### src/rtl/nsa_pkg.sv
// Shared types and constants for the nibble-serial adder controller.
package nsa_pkg;

  // Width of one datapath slice.
  localparam int unsigned NIB_W = 4;

  typedef enum logic [1:0] {
    IDLE = 2'd0,
    RUN  = 2'd1,
    DONE = 2'd2
  } state_t;

  // Nibble counter width; never below one bit so a single-nibble build still has a counter.
  function automatic int unsigned idx_w(input int unsigned nib);
    return ($clog2(nib) > 1) ? $clog2(nib) : 1;
  endfunction

endpackage

### src/rtl/ripple_carry_adder_4bit.sv
// Four-bit ripple-carry adder slice built from a chain of full adders.
module ripple_carry_adder_4bit (
  input  logic [3:0] i_a,
  input  logic [3:0] i_b,
  input  logic       i_cin,
  output logic [3:0] o_sum,
  output logic       o_cout
);

  logic [4:0] w_c;

  assign w_c[0] = i_cin;

  for (genvar g = 0; g < 4; g++) begin : g_fa
    assign o_sum[g]  = i_a[g] ^ i_b[g] ^ w_c[g];
    assign w_c[g+1]  = (i_a[g] & i_b[g]) | (w_c[g] & (i_a[g] ^ i_b[g]));
  end

  assign o_cout = w_c[4];

endmodule

### src/rtl/nibble_serial_add_ctrl.sv
// Nibble-serial WIDTH-bit adder: one 4-bit ripple slice reused over WIDTH/4 cycles,
// LSB nibble first, with the inter-nibble carry registered.
// Optional build macro NSA_OVERFLOW_FLAG_EN adds the out_ovf signed-overflow output.
module nibble_serial_add_ctrl
  import nsa_pkg::*;
#(
  parameter int unsigned WIDTH = 16
) (
  input  logic             clk,
  input  logic             rst_n,
  input  logic             in_valid,
  output logic             in_ready,
  input  logic [WIDTH-1:0] in_a,
  input  logic [WIDTH-1:0] in_b,
  input  logic             in_cin,
  output logic             out_valid,
  input  logic             out_ready,
  output logic [WIDTH-1:0] out_sum,
  output logic             out_cout,
`ifdef NSA_OVERFLOW_FLAG_EN
  output logic             out_ovf,
`endif
  output logic             busy
);

  localparam int unsigned NIB   = WIDTH / NIB_W;
  localparam int unsigned IDX_W = idx_w(NIB);

  if ((WIDTH % NIB_W) != 0 || WIDTH < NIB_W) begin : g_bad_width
    $error("nibble_serial_add_ctrl: WIDTH must be a non-zero multiple of 4");
  end

  state_t             r_state, w_state_next;
  logic [IDX_W-1:0]   r_idx;
  logic               r_carry;
  logic [WIDTH-1:0]   r_a, r_b, r_sum;
  logic               r_cout;

  logic               w_accept, w_last;
  logic [WIDTH-1:0]   w_a_shift, w_b_shift;
  logic [NIB_W-1:0]   w_slice_sum;
  logic               w_slice_cout;

  assign w_accept  = in_valid && (r_state == IDLE);
  assign w_last    = (r_idx == IDX_W'(NIB - 1));
  // Bring the active nibble down to bit 0 so the slice always sees bits [3:0].
  assign w_a_shift = r_a >> (r_idx * NIB_W);
  assign w_b_shift = r_b >> (r_idx * NIB_W);

  ripple_carry_adder_4bit u_slice (
    .i_a    (w_a_shift[NIB_W-1:0]),
    .i_b    (w_b_shift[NIB_W-1:0]),
    .i_cin  (r_carry),
    .o_sum  (w_slice_sum),
    .o_cout (w_slice_cout)
  );

  // State register.
  always_ff @(posedge clk or negedge rst_n) begin
    if (!rst_n) r_state <= IDLE;
    else        r_state <= w_state_next;
  end

  // Next-state decode.
  always_comb begin
    w_state_next = r_state;
    unique case (r_state)
      IDLE:    if (in_valid)           w_state_next = RUN;
      RUN:     if (w_last)             w_state_next = DONE;
      DONE:    if (out_ready)          w_state_next = IDLE;
      default:                         w_state_next = IDLE;
    endcase
  end

  // Handshake and status outputs decoded from state.
  always_comb begin
    in_ready  = (r_state == IDLE);
    out_valid = (r_state == DONE);
    busy      = (r_state == RUN) || (r_state == DONE);
  end

  // Operand capture, nibble stepping and result accumulation.
  always_ff @(posedge clk or negedge rst_n) begin
    if (!rst_n) begin
      r_idx   <= '0;
      r_carry <= 1'b0;
      r_a     <= '0;
      r_b     <= '0;
      r_sum   <= '0;
      r_cout  <= 1'b0;
    end else if (w_accept) begin
      r_a     <= in_a;
      r_b     <= in_b;
      r_carry <= in_cin;
      r_idx   <= '0;
    end else if (r_state == RUN) begin
      r_sum[r_idx*NIB_W +: NIB_W] <= w_slice_sum;
      r_carry                     <= w_slice_cout;
      if (w_last) begin
        r_idx  <= '0;
        r_cout <= w_slice_cout;
      end else begin
        r_idx  <= r_idx + IDX_W'(1);
      end
    end
  end

  assign out_sum  = r_sum;
  assign out_cout = r_cout;

`ifdef NSA_OVERFLOW_FLAG_EN
  logic r_ovf;

  // Signed overflow: like-signed operands whose sum flips sign; captured on the top nibble.
  always_ff @(posedge clk or negedge rst_n) begin
    if (!rst_n) begin
      r_ovf <= 1'b0;
    end else if ((r_state == RUN) && w_last) begin
      r_ovf <= (r_a[WIDTH-1] == r_b[WIDTH-1]) && (w_slice_sum[NIB_W-1] != r_a[WIDTH-1]);
    end
  end

  assign out_ovf = r_ovf;
`endif

endmodule

### config.mk
export PLATFORM = sky130hd
export DESIGN_NAME = nibble_serial_add_ctrl
export DESIGN_NICKNAME = d
export VERILOG_FILES = /design/src/rtl/nsa_pkg.sv /design/src/rtl/ripple_carry_adder_4bit.sv /design/src/rtl/nibble_serial_add_ctrl.sv
export SDC_FILE = /design/constraint.sdc
export NUM_CORES = 1
export LEC_CHECK = 0
export ABC_AREA = 1
export BUFFER_PORTS_ARGS = -buffer_cell sky130_fd_sc_hd__buf_2
export CAP_MARGIN = 10
export CORE_AREA = 2 2 118 97
export DETAILED_ROUTE_END_ITERATION = 6
export DIE_AREA = 0 0 120 99
export PLACE_DENSITY = 0.51
export SETUP_SLACK_MARGIN = 0.15
export SLEW_MARGIN = 20
export SYNTH_ARGS = -nofsm -noshare
export SYNTH_HDL_FRONTEND = slang
export SYNTH_SLANG_ARGS = --single-unit
### constraint.sdc
create_clock -name clk -period 3.8 [get_ports clk]
set_input_delay 0.57 -clock clk [delete_from_list [all_inputs] [get_ports clk]]
set_output_delay 0.57 -clock clk [all_outputs]
set_load 0.1 [all_outputs]
After elaboration in Yosys (flattened, before gate mapping)

Index checks and enable logic that the tools add are counted.

Latch bits: 0
Flip-flop bits (word level): 54
Memories kept: 0
Word-level logic and storage cells: 57
Output and inout bits: 20
ROM bits: 0
Memory bits (writable): 0

Bitwise logic cells: 21
Shift operators: 4
Reductions and logical operators: 7
Divide/modulo/power cells: 0
Magnitude comparators: 0
$add $sub $neg: 2
Eq/ne operators: 6
Mux-type cells: 10
$mul: 0

Operator list:

| cell                                                  | number |
|---|---|
| negator 4 -> 34 bit                                   | 1 |
| variable shift 4 x 34 -> 16 bit, first input constant | 1 |
| indexed part select 4 x 34 -> 16 bit                  | 1 |
| >> shifter 16 x 4 -> 4 bit                            | 2 |
| bitwise mux 16 bit                                    | 1 |
| two-way mux 2 bit                                     | 6 |
| bitwise AND 1 bit                                     | 8 |
| XOR 1 bit                                             | 8 |
| case mux 2 bit (3 select lines)                       | 1 |
| AND reduction 3 bit                                   | 2 |
| == test 2 bit, second input constant                  | 2 |
| != test 2 bit, second input constant                  | 2 |
| OR 1 bit                                              | 4 |
| adder 2 x 1 -> 2 bit, second input constant           | 1 |
| == test 2 x 1 -> 1 bit, second input constant         | 1 |
| zero test 2 bit                                       | 1 |
| two-way mux 1 bit                                     | 2 |
| != test 2 x 1 -> 1 bit, second input constant         | 1 |
| AND reduction 2 bit                                   | 1 |
| nonzero test 2 bit                                    | 1 |
| logical AND 1 bit                                     | 1 |
| logical OR 1 bit                                      | 1 |
| inverter 1 bit                                        | 1 |

Depth between registers and ports, before layout

Depth in word-level cells: 12
Depth in mapped cells: 14

By module

From an unflattened synthesis, not the netlist that was laid out.

Cells, all modules: 329
Area, all modules: 2,673.8 um^2

Modules (own cells, without submodules):

| module                  | area each (um^2) | times used | cells an instance |
|---|---|---|---|
| nibble_serial_add_ctrl  | 2,556.2          | 1          | 315 |
| ripple_carry_adder_4bit | 117.6            | 1          | 14 |

Least setup slack after synthesis

OpenSTA, ideal clock, no wires.

Path kind: register -> register
From: register r_idx[1]
To: register r_sum[15] (netlist: out_sum[15])
Data required time: 3,671 ps
Arrival: 2,617 ps
Stages on the path, launching flop included: 14
Clock period less this slack: 2,746 ps
Buffers on the path: 1
Setup slack: 1,054 ps
Cells stage by stage: dfrtp_1 -> buf_2 -> clkinv_1 -> nand3_1 -> nand2_1 -> fa_1 -> fa_1 -> inv_1 -> fa_1 -> fa_1 -> inv_1 -> nor2_1 -> nand2_1 -> o21ai_0

Cells in the longest elaborated chain, start to end: 11

Ends and longest elaborated chain:

| element                                       | RTL line                                                     | text |
|---|---|---|
| from (decl)                                   | nibble_serial_add_ctrl.sv:34                                 | `logic [IDX_W-1:0] r_idx;` |
| from (signal assigned)                        | nibble_serial_add_ctrl.sv:103                                | `r_idx <= r_idx + IDX_W'(1);` |
| >> shifter 16 x 4 -> 4 bit (on tied branches) | nibble_serial_add_ctrl.sv:47, nibble_serial_add_ctrl.sv:48   |  |
| XOR 1 bit                                     | ripple_carry_adder_4bit.sv:15, ripple_carry_adder_4bit.sv:16 |  |
| bitwise AND 1 bit                             | ripple_carry_adder_4bit.sv:16                                | `assign w_c[g+1] = (i_a[g] & i_b[g]) \| (w_c[g] & (i_a[g] ^ i_b[g]));` |
| OR 1 bit                                      | ripple_carry_adder_4bit.sv:16                                |  |
| bitwise AND 1 bit                             | ripple_carry_adder_4bit.sv:16                                |  |
| OR 1 bit                                      | ripple_carry_adder_4bit.sv:16                                |  |
| bitwise AND 1 bit                             | ripple_carry_adder_4bit.sv:16                                |  |
| OR 1 bit                                      | ripple_carry_adder_4bit.sv:16                                |  |
| XOR 1 bit                                     | ripple_carry_adder_4bit.sv:15                                | `assign o_sum[g] = i_a[g] ^ i_b[g] ^ w_c[g];` |
| indexed part select 4 x 34 -> 16 bit          | nibble_serial_add_ctrl.sv:97                                 | `r_sum[r_idx*NIB_W +: NIB_W] <= w_slice_sum;` |
| bitwise mux 16 bit (*)                        | nibble_serial_add_ctrl.sv:97                                 |  |
| to (signal, indexed assignment)               | nibble_serial_add_ctrl.sv:97                                 |  |
| to (decl)                                     | nibble_serial_add_ctrl.sv:36                                 | `logic [WIDTH-1:0] r_a, r_b, r_sum;` |

Every way passes the cells marked *; elsewhere a longest branch is shown, timed or not.
A chain may end at the register's enable or synchronous reset.

Worst setup path after layout

From: register r_idx[1]
To: register r_sum[7] (netlist: out_sum[7])

The elaborated chain is that of the path after synthesis.

==> results.md <==
| Item | Reported |
|:---|:---|
| Status | finished clean |
| Max-Cap Viols | 0 |
| Post-route DRC | 0 |
| CTS tree | built |
| Worst min-delay path class | primary input to asynchronous set/reset pin |
| Met1 routing resource usage after global routing | 0.165 |
| Number of buffers created by CTS | 5 |
| Die H | 99 um |
| Total track usage | 0.111 |
| Clock tree root buffer cell | clkbuf_16 |
| Clk Latency, worst-skew pair | 0.29 ns |
| Starting density of the core | 0.244 |
| Final period utilization | 0.831 |
| H-Tree Level Count | 2 |
| Deepest clock path buffer count | 2 |
| WP data arrival | 3.32 ns |
| Final TNS setup | 0 ns |
| Met3 Usage GRT | 0.0295 |
| Diodes inserted | 0 |
| Share of post-route cells with drive strength above 1 | 0.177 |
| Final setup violating endpoints | 0 |
| Final-stage net count | 423 |
| Row count | 34 |
| Wire length of the first global-routing pass | 10500 um |
| Total grt overflow | 0 |
| Drt wl/cell | 12.0 um |
| DRT Pass-1 Iters | 4 |
| Distinct cell type count of the synthesized netlist | 17 |
| Met2 Use GR | 0.165 |
| Wirelength, routed | 6220 um |
| RePlAce Congestion | 0.774 |
| Register clock-pin slew on the reported worst setup and hold paths | 0.06 ns |
| Vias in the first global route | 2141 |
| Biggest cell delay along the critical path | 0.59 ns |
| Cell with the largest stage delay on the worst path | dfrtp_1 |
| Post-layout minimum cycle time | 3.16 ns |
| Initial antenna violation count | 0 |
| Number of pins with negative max-slew slack in the final report | 0 |
| Slew headroom | 0.578 |
| Vias | 2162 |
| Peak fanout along the critical path | 13 |
| Core region area | 10700 sq um |
| Crit path launch | r_idx[1] |
| Cell Chain, Critical Path | clkinv_1 -> nand3_1 -> nand2_1 -> fa_1 -> fa_1 -> inv_1 -> fa_1 -> fa_1 -> inv_1 -> nor2_1 -> nand2_1 -> o21ai_0 |
| Post-synthesis area per instance | 8.16 sq um |
| WS Path Type | flop to flop |
| Register-to-register setup slack | 0.64 ns |
| Yosys warning count | 0 |
| Slew of the pin with the lowest slew margin | 0.632 ns |
| Initial DRC Count | 149 |
| Count of state elements after synthesis | 54 |
| Count of pins on the block boundary | 57 |
| Die Width | 120 um |
| Element type at the critical path start | flop |
| Busiest metal layer after global routing | met2 |
| Hold buffer count at cts | 0 |
| Post-cts sizing count | 0 |
| Synthesized net count | 370 |
| Vias per inst | 4.18 |
| Post-Syn Instances | 320 |
| Post-Route Skew | 0.00391 ns |
| Post-route ant nets | 0 |
| Achievable frequency | 0.317 GHz |
| Buffers on Ports | 56 |
| Unrepaired setup endpoints after global routing | no |
| Most frequent cell on the critical path | fa_1 |
| Die area | 11900 sq um |
| Source of the worst register-to-register timing path | r_idx[1] |
| CP endpoint kind | flop |
| Area Overhead vs Synth | 20.7% |
| Cell Area, Synth | 2610 sq um |
| Total number of clock tree sinks | 54 |
| Pin count of the biggest net entering global routing | 43 |
| HPWL reported at the end of detailed placement | 4730 um |
| Final-report hold violation count | 0 |
| Buffer count from post-CTS setup fixing | 0 |
| Part of the Yosys area used for sequential elements | 0.518 |
| Critical path required time | 3.97 ns |
## sequential cells by signal (all words and copies together), names as in the netlist
register  flops
out_sum      16
r_a          16
r_b          16
r_idx         2
r_state       2
out_cout      1
r_carry       1
## cells in the final DEF, fill, tap and decap left out, drive strengths merged
master / instances
a21oi: 2
o21ai: 18
clkinv: 1
nor2: 5
inv: 24
buf: 59
o211ai: 8
nand2: 160
clkbuf: 7
nand4: 6
nor3: 1
fa: 4
nand3: 15
ha: 9
dfrtp: 54
## per-layer routing
layer	vias up	wire length, um	share of wire
li1	1103	-	-
met3	7	305	0.049
met4	0	40	0.0064
met2	47	2640	0.42
met5	-	0	0
met1	1005	3230	0.52
## cells in the mapped netlist
library cell	count	share of area
nand2_1	160	0.23
dfrtp_1	54	0.52
inv_1	22	0.032
o21ai_0	18	0.035
nand3_1	15	0.029
buf_2	9	0.017
ha_1	9	0.043
o211ai_1	8	0.023
nand4_1	6	0.014
nor2_1	5	0.0072
fa_1	4	0.031
a21oi_1	2	0.0038
buf_6	2	0.0086
clkbuf_1	2	0.0029
inv_2	2	0.0029
clkinv_1	1	0.0014
nor3_1	1	0.0019
## logic make-up after synthesis
group / after synthesis / share of synthesized area
simple gates: 187 / 0.282
fa+ha+maj: 13 / 0.0738
flops: 54 / 0.518
compound gates: 28 / 0.0614
buf+inv: 38 / 0.0647
## critical path, delay by kind of cell (launching register included)
family | cells | cell delay, ns
simple gates | 4 | 0.41
flops | 1 | 0.59
compound gates | 1 | 0.07
buf+inv | 3 | 0.58
fa+ha+maj | 4 | 1.39
## area by class of cell
class / instances / area, sq um
timing repair buffer: 59 / 303
fill: 1170 / 7530
tap: 144 / 180
clock buffer: 7 / 133
sequential: 54 / 1350
inverter: 25 / 93.8
multi-input combinational: 228 / 1090
## through the flow
step           instances  instance area, sq um  hold WS [ns]  setup slack [ns]   util
2_1_floorplan        320                  2610         0.274              1.05      -
6_report             517                  3150         0.281             0.641  0.295
3_5_place_dp         510                  3020         0.461             0.648  0.283
3_3_place_gp         510                  3020         0.464             0.780  0.283
5_1_grt              517                  3150         0.334             0.391  0.295
4_1_cts              517                  3150         0.303             0.635  0.295
## final timing paths
check                              end  depth (start not counted)
max                         out_sum[7]                         12
min                        out_sum[12]                          1
max reg2reg                 out_sum[7]                         12
min reg2reg                 out_sum[9]                          2
max in group asynchronous   r_state[0]                          2
min in group clk                r_b[7]                          3
Power is left out: the tool's default activity adds up to more than one toggle a clock period on the data nets, which glitch-free logic cannot reach.
